[src/rtl/pwm_duty_meter.sv]
// Purpose: measures the high time of N_CH asynchronous PWM inputs over back-to-back windows of 2^WINDOW_EXP cycles.
// Latency: N_SYNC cycles pin-to-sample; the result is presented on the edge that ends the window's last cycle.
// Backpressure: valid/ready output; a window that completes while a result is still held is dropped and flagged in sticky o_overrun.
//
// Ports:
//   i_clk, i_rstn      clock (rising edge) and asynchronous active-low reset
//   i_cg               clock-gate enable; when low every flop holds
//   i_en               measurement enable; low clears the window in progress
//   i_pwm              asynchronous PWM inputs, one bit per channel
//   o_duty/o_valid     per-channel high counts (channel c at [c*WINDOW_EXP +: WINDOW_EXP]) and their valid flag
//   i_ready            consumer accepts o_duty on an edge where o_valid is high
//   i_clrOverrun       clears o_overrun unless a drop happens on the same edge
//   o_overrun          sticky: a completed window's result was discarded
module pwm_duty_meter #(
    parameter int N_CH       = 2,
    parameter int WINDOW_EXP = 8,
    parameter int N_SYNC     = 2
) (
    input  logic                       i_clk,
    input  logic                       i_rstn,
    input  logic                       i_cg,
    input  logic                       i_en,
    input  logic [N_CH-1:0]            i_pwm,
    output logic [N_CH*WINDOW_EXP-1:0] o_duty,
    output logic                       o_valid,
    input  logic                       i_ready,
    input  logic                       i_clrOverrun,
    output logic                       o_overrun
);

    localparam logic [WINDOW_EXP-1:0] WC_LAST = '1;
    localparam logic [WINDOW_EXP-1:0] WC_ONE  = WINDOW_EXP'(1);

    // Synchroniser chain: stage 0 samples the pins, the last stage feeds the counters.
    logic [N_SYNC-1:0][N_CH-1:0]     sync_q;
    logic [N_CH-1:0]                 s;

    logic [WINDOW_EXP-1:0]           wc;
    logic [N_CH-1:0][WINDOW_EXP-1:0] cnt;

    // One extra bit so an all-high window (2^WINDOW_EXP) can be detected and clamped.
    logic [N_CH-1:0][WINDOW_EXP:0]   sum;
    logic [N_CH*WINDOW_EXP-1:0]      final_cnt;

    logic                            window_end;
    logic                            load;
    logic                            drop;
    logic                            xfer;

    assign s = sync_q[N_SYNC-1];

    always_ff @(posedge i_clk or negedge i_rstn) begin
        if (!i_rstn) begin
            sync_q <= '0;
        end else if (i_cg) begin
            sync_q[0] <= i_pwm;
            for (int i = 1; i < N_SYNC; i++) begin
                sync_q[i] <= sync_q[i-1];
            end
        end
    end

    // The sample taken on the window's last cycle is folded in here rather than
    // through cnt, so the counter can restart on the same edge with no gap.
    always_comb begin
        sum       = '0;
        final_cnt = '0;
        for (int c = 0; c < N_CH; c++) begin
            sum[c] = {1'b0, cnt[c]} + (WINDOW_EXP+1)'(s[c]);
            final_cnt[c*WINDOW_EXP +: WINDOW_EXP] =
                sum[c][WINDOW_EXP] ? {WINDOW_EXP{1'b1}} : sum[c][WINDOW_EXP-1:0];
        end
    end

    assign window_end = i_en && (wc == WC_LAST);
    assign xfer       = o_valid && i_ready;
    assign load       = window_end && (!o_valid || i_ready);
    assign drop       = window_end && o_valid && !i_ready;

    // Window counter and per-channel high counters. Disabling throws away the
    // partial window so re-enabling always measures a full one.
    always_ff @(posedge i_clk or negedge i_rstn) begin
        if (!i_rstn) begin
            wc  <= '0;
            cnt <= '0;
        end else if (i_cg) begin
            if (!i_en) begin
                wc  <= '0;
                cnt <= '0;
            end else begin
                wc <= wc + WC_ONE;
                for (int c = 0; c < N_CH; c++) begin
                    cnt[c] <= window_end ? '0 : cnt[c] + WINDOW_EXP'(s[c]);
                end
            end
        end
    end

    // Output holding register. A load on the same edge as a transfer keeps
    // o_valid high with the new result; a load that would overwrite an
    // unconsumed result is refused and recorded instead.
    always_ff @(posedge i_clk or negedge i_rstn) begin
        if (!i_rstn) begin
            o_duty    <= '0;
            o_valid   <= 1'b0;
            o_overrun <= 1'b0;
        end else if (i_cg) begin
            if (load) begin
                o_duty  <= final_cnt;
                o_valid <= 1'b1;
            end else if (xfer) begin
                o_valid <= 1'b0;
            end

            if (drop) begin
                o_overrun <= 1'b1;
            end else if (i_clrOverrun) begin
                o_overrun <= 1'b0;
            end
        end
    end

endmodule

[config.mk]
export PLATFORM = sky130hd
export DESIGN_NAME = pwm_duty_meter
export DESIGN_NICKNAME = d
export VERILOG_FILES = /design/src/rtl/pwm_duty_meter.sv
export SDC_FILE = /design/constraint.sdc
export NUM_CORES = 1
export LEC_CHECK = 0
export CORE_ASPECT_RATIO = 0.9
export CORE_MARGIN = 10
export CORE_UTILIZATION = 45
export CTS_CLUSTER_DIAMETER = 80
export DETAILED_ROUTE_END_ITERATION = 7
export HOLD_SLACK_MARGIN = 0.15
export MAX_ROUTING_LAYER = met4
export PLACE_DENSITY = 0.66
export SYNTH_ARGS = -nofsm -noshare
export SYNTH_HDL_FRONTEND = slang
export SYNTH_SLANG_ARGS = --single-unit
[constraint.sdc]
create_clock -name i_clk -period 3.8 [get_ports i_clk]
set_input_delay 0.38 -clock i_clk [delete_from_list [all_inputs] [get_ports i_clk]]
set_output_delay 0.38 -clock i_clk [all_outputs]
set_load 0.01 [all_outputs]
Word-level counts from Yosys, hierarchy flattened
Index checks and enable logic that the tools add are counted.
- word-level logic and storage cells: 37
- output and inout bits: 18
- register bits: 46
- bits of input ports: 8
- reductions and logical operators: 13
- equality and inequality tests: 1
- add/subtract/negate cells: 5
- multiplexer cells: 10
- operators with widths (cell ; count):
    8-bit 2-to-1 mux ; 5
    8-bit by 1-bit adder with 9-bit output ; 2
    8-bit by 1-bit adder with 8-bit output ; 2
    16-bit 2-to-1 mux ; 1
    8-bit by 1-bit adder with 8-bit output, second input constant ; 1
    8-bit equality test, second input constant ; 1
    2-bit AND reduction ; 3
    1-bit logical AND ; 5
    1-bit 2-to-1 mux ; 4
    2-bit nonzero test ; 2
    1-bit zero test ; 2
    1-bit logical OR ; 1

Depth between registers and ports, before layout
- word-level depth: 6
- mapped depth: 7

Worst setup path before layout
Ideal clock, no wire load.
- path kind: flip-flop to flip-flop
- start: register sync_q, in the netlist s[1]
- end: register o_duty[13]
- setup slack: 2.124 ns
- library setup time: 0.077 ns
- path buffers: 0
- stages on the path, launching flop included: 7
- required time: 3.723 ns
- clock period less this slack: 1.676 ns
- data arrival time: 1.598 ns
- path through: dfrtp_1 -> ha_1 -> ha_1 -> nand3_2 -> or3_1 -> and2_1 -> a21oi_1
- word-level cells in the longest chain between the ends: 2
- ends and longest elaborated chain (item ; RTL line ; text):
    start, declared ; 35 ; logic [N_SYNC-1:0][N_CH-1:0] sync_q;
    start signal, assigned by index ; 58 ; sync_q[i] <= sync_q[i-1];
    8-bit by 1-bit adder with 9-bit output ; 69 ; sum[c] = {1'b0, cnt[c]} + (WINDOW_EXP+1)'(s[c]);
    8-bit 2-to-1 mux ; 71 ; sum[c][WINDOW_EXP] ? {WINDOW_EXP{1'b1}} : sum[c][WINDOW_EXP-1:0];
    end signal, assigned ; 109 ; o_duty <= final_cnt;
    end, declared ; 24 ; output logic [N_CH*WINDOW_EXP-1:0] o_duty,
No other way between the ends.
A chain may end at the register's enable or synchronous reset.

==> key figures <==
Run status
  • Status: completed

Place
  • Setup WS pre-CTS: roughly 1.3 ns
  • Placed cell count: approximately 300
  • GPL Wtd Cong: slightly below 0.8
  • Post-DP HPWL: roughly 3200 µm
  • IO buf count: 25

Clock network
  • Reg clk slew, reported paths: 0.09 ns
  • CTS sink cnt: 46
  • CTS tree: yes
  • H-tree levels: 2
  • Hold-fix buffers at CTS: 0
  • Clk Latency, worst-skew pair: 0.30 ns
  • Num CTS Buffers: 5
  • Root buf cell: clkbuf_8
  • CTS max path bufs: 2
  • Post-cts sizing count: 0
  • Setup bufs post-CTS: 0

Setup path
  • Arrival time worst endpoint: approximately 2.5 ns
  • R2R setup slack: approximately 1.8 ns
  • Startpoint Class: primary input
  • Slowest cell on the critical path: a31oi_1
  • Req. time, crit path: 4.03 ns
  • Largest stage delay on the critical path: between 0.6 and 0.7 ns
  • Worst Setup End Kind: register
  • Critical Path Start: i_cg
  • R2r startpoint: wc[5]
  • Crit Path Class: in -> reg
  • Worst Path Max Fanout: 25
  • CP Cell Sequence: clkdlybuf4s50_1 -> buf_4 -> nand2_1 -> a31oi_1 -> buf_4 -> o21ai_0 -> a31oi_1

Route
  • Wire per inst: ~15 µm
  • DRT iter0 DRCs: 93
  • DR vias: between 1500 and 2000
  • Final WL: approximately 4700 µm
  • Detail-routed via count per cell: 5.435
  • Final antenna-violating net count: 0
  • TritonRoute pass-1 iters: 4
  • # DRC: 0

Job
  • Max Cap Viol: 0

Timing
  • Max Clock Freq: between 0.4 and 0.5 GHz
  • Setup TNS: 0 ns
  • Final period util: 0.5851
  • Slew Limit Fails: 0
  • Setup Skew: between 0.009 and 0.01 ns
  • Slew HR: 0.3296
  • RSZ-0062 raised after global routing: false
  • Min Clock Period, post-route: roughly 2.2 ns
  • Final setup violation count: 0
  • Final hold slack: about 0.24 ns
  • Worst-margin pin slew: around 1.0 ns
  • Final worst setup slack: 1.577 ns
  • Final hold vios: 0

Cells and area
  • Final core occ: 0.5479
  • Share of layout cells above drive strength 1: 0.1314
  • Non-filler cells, final: about 300
  • Area Overhead vs Synth: 18.73%
  • # nets final: about 250
  • Antenna cells: 0

Pwr
  • Peak supply drop: about 190 µV
  • Leakage power: ~1.2 nW
  • PD cells: between 300 and 400 nW/µm²

Yosys
  • Net Count, Synth: between 200 and 250
  • Register area share after synthesis: 0.5160
  • Most common library cells after synthesis: 46 x dfrtp_1, 20 x nor2_1, 18 x a21oi_1, 11 x a31oi_1
  • Cell with the most instances after synthesis: dfrtp_1
  • Synthesized area: ~2200 µm²
  • #FFs+latches synth: 46
  • Syn Inst Count: between 200 and 250
  • Synthesis warning total: 0
  • Netlist cell types: 41
  • Ys flop type: dfrtp_1
  • Post-synth EDFFs: 0
  • Synth top area share: 0.5160
  • Syn_area_per_cell: approximately 11 µm²
  • Post-synth ARST share: 1.000
  • Main area contributors after synthesis: dfrtp_1 52%, a21oi_1 4.0%, xnor2_1 3.5%
  • Dominant cell type by area after synthesis: dfrtp_1

GRT
  • Initial antenna violation count: 0
  • Vias in the first global route: about 1700
  • Largest net degree at the start of global routing: 47
  • GRT Total Usage: 0.1275
  • First-pass GRT wire length: between 8000 and 9000 µm
  • GRT Residual Overflow: 0

Floorplan
  • Rows: 24
  • Die H: slightly below 90 µm
  • Io pins: 26
  • Die area: 8178 µm²
  • Die width: 94.22 µm
  • Core ar.: around 4800 µm²
  • Starting Density: 0.4614

Min path
  • HP Class: in -> async
[path summary, 6_finish.rpt]
| path | depth (start not counted) | end |
|---|---|---|
| setup / recovery | 7 | cnt[14] |
| hold / removal | 1 | cnt[15] |
| setup reg to reg | 5 | cnt[14] |
| hold reg to reg | 1 | o_overrun |
| max in group asynchronous | 1 | wc[3] |
| min in group i_clk | 1 | o_overrun |
[cells by family (layout without fill, tap and decap cells)]
logic type / count (synthesis) / count (layout) / share of synthesized area
muxes: 8 / 8 / 0.03926
xor gates and xnor gates: 14 / 14 / 0.05496
AOI/OAI and AO/OA: 51 / 51 / 0.1599
adders and majority gates: 5 / 5 / 0.02804
DFF: 46 / 46 / 0.5160
buffers and inverters: 13 / 43 / 0.02972
and+or+nand+nor: 69 / 69 / 0.1722
[per-layer routing]
layer / wire length [µm] / vias up / track usage
met1: 2358 / 795 / 0.1650
met4: 33 / 0 / 0.02897
met3: 229 / 4 / 0.04149
li1: - / 806 / -
met5: 0 / - / -
met2: 2040 / 31 / 0.1889
[power by group]
group	switching (mW)	internal [mW]	leakage, nW
clock network	0.168	0.167	0.0544
registers	0.0306	0.515	0.627
logic	0.0528	0.0473	0.471
total	0.252	0.729	1.15
[per-stage QoR]
step	power [mW]	cell area (µm²)
detailed placement	0.6569	2544
CTS	0.9936	2649
finish	0.9811	2649
global route	1.035	2649
global placement	0.6539	2544
floorplan	0.6173	2231
[sequential cells by signal, summed over array words and instances, names as in the netlist]
register	cells
o_valid	1
s	2
cnt	16
sync_q	2
wc	8
o_duty	16
o_overrun	1
[critical path, delay by kind of cell]
kind / cells / cell delay (ns)
AO/OA/AOI/OAI: 3 / 0.93
buffers and inverters: 3 / 1.00
AND/OR/NAND/NOR: 1 / 0.13
[layout by cell type (no fill, tap or decap), types with 3 or more instances in the layout]
master	count
clkdlybuf4s50_1	24
mux2_2	6
a31oi_1	11
a21oi_1	18
nand2_1	9
a22o_1	7
nor2_1	20
xnor2_1	9
and2_1	3
inv_1	6
o2bb2ai_1	3
nand4_1	3
and3_1	5
nand3_1	8
clkbuf_8	7
nand2b_1	7
dfrtp_1	46
o21ai_0	4
ha_1	5
xor2_1	5
buf_4	4
[final cells by class]
| cell class | instances | area, µm² |
|---|---|---|
| inverters | 6 | 22.52 |
| well taps | 65 | 81.33 |
| flip-flops and latches | 46 | 1151 |
| multi-input cells | 147 | 1013 |
| repair buffers | 29 | 275.3 |
| fillers | 411 | 2186 |
| clock inverters | 1 | 8.758 |
| clock buffers | 7 | 96.34 |
Note: power is estimated with default switching activity, not from simulation.
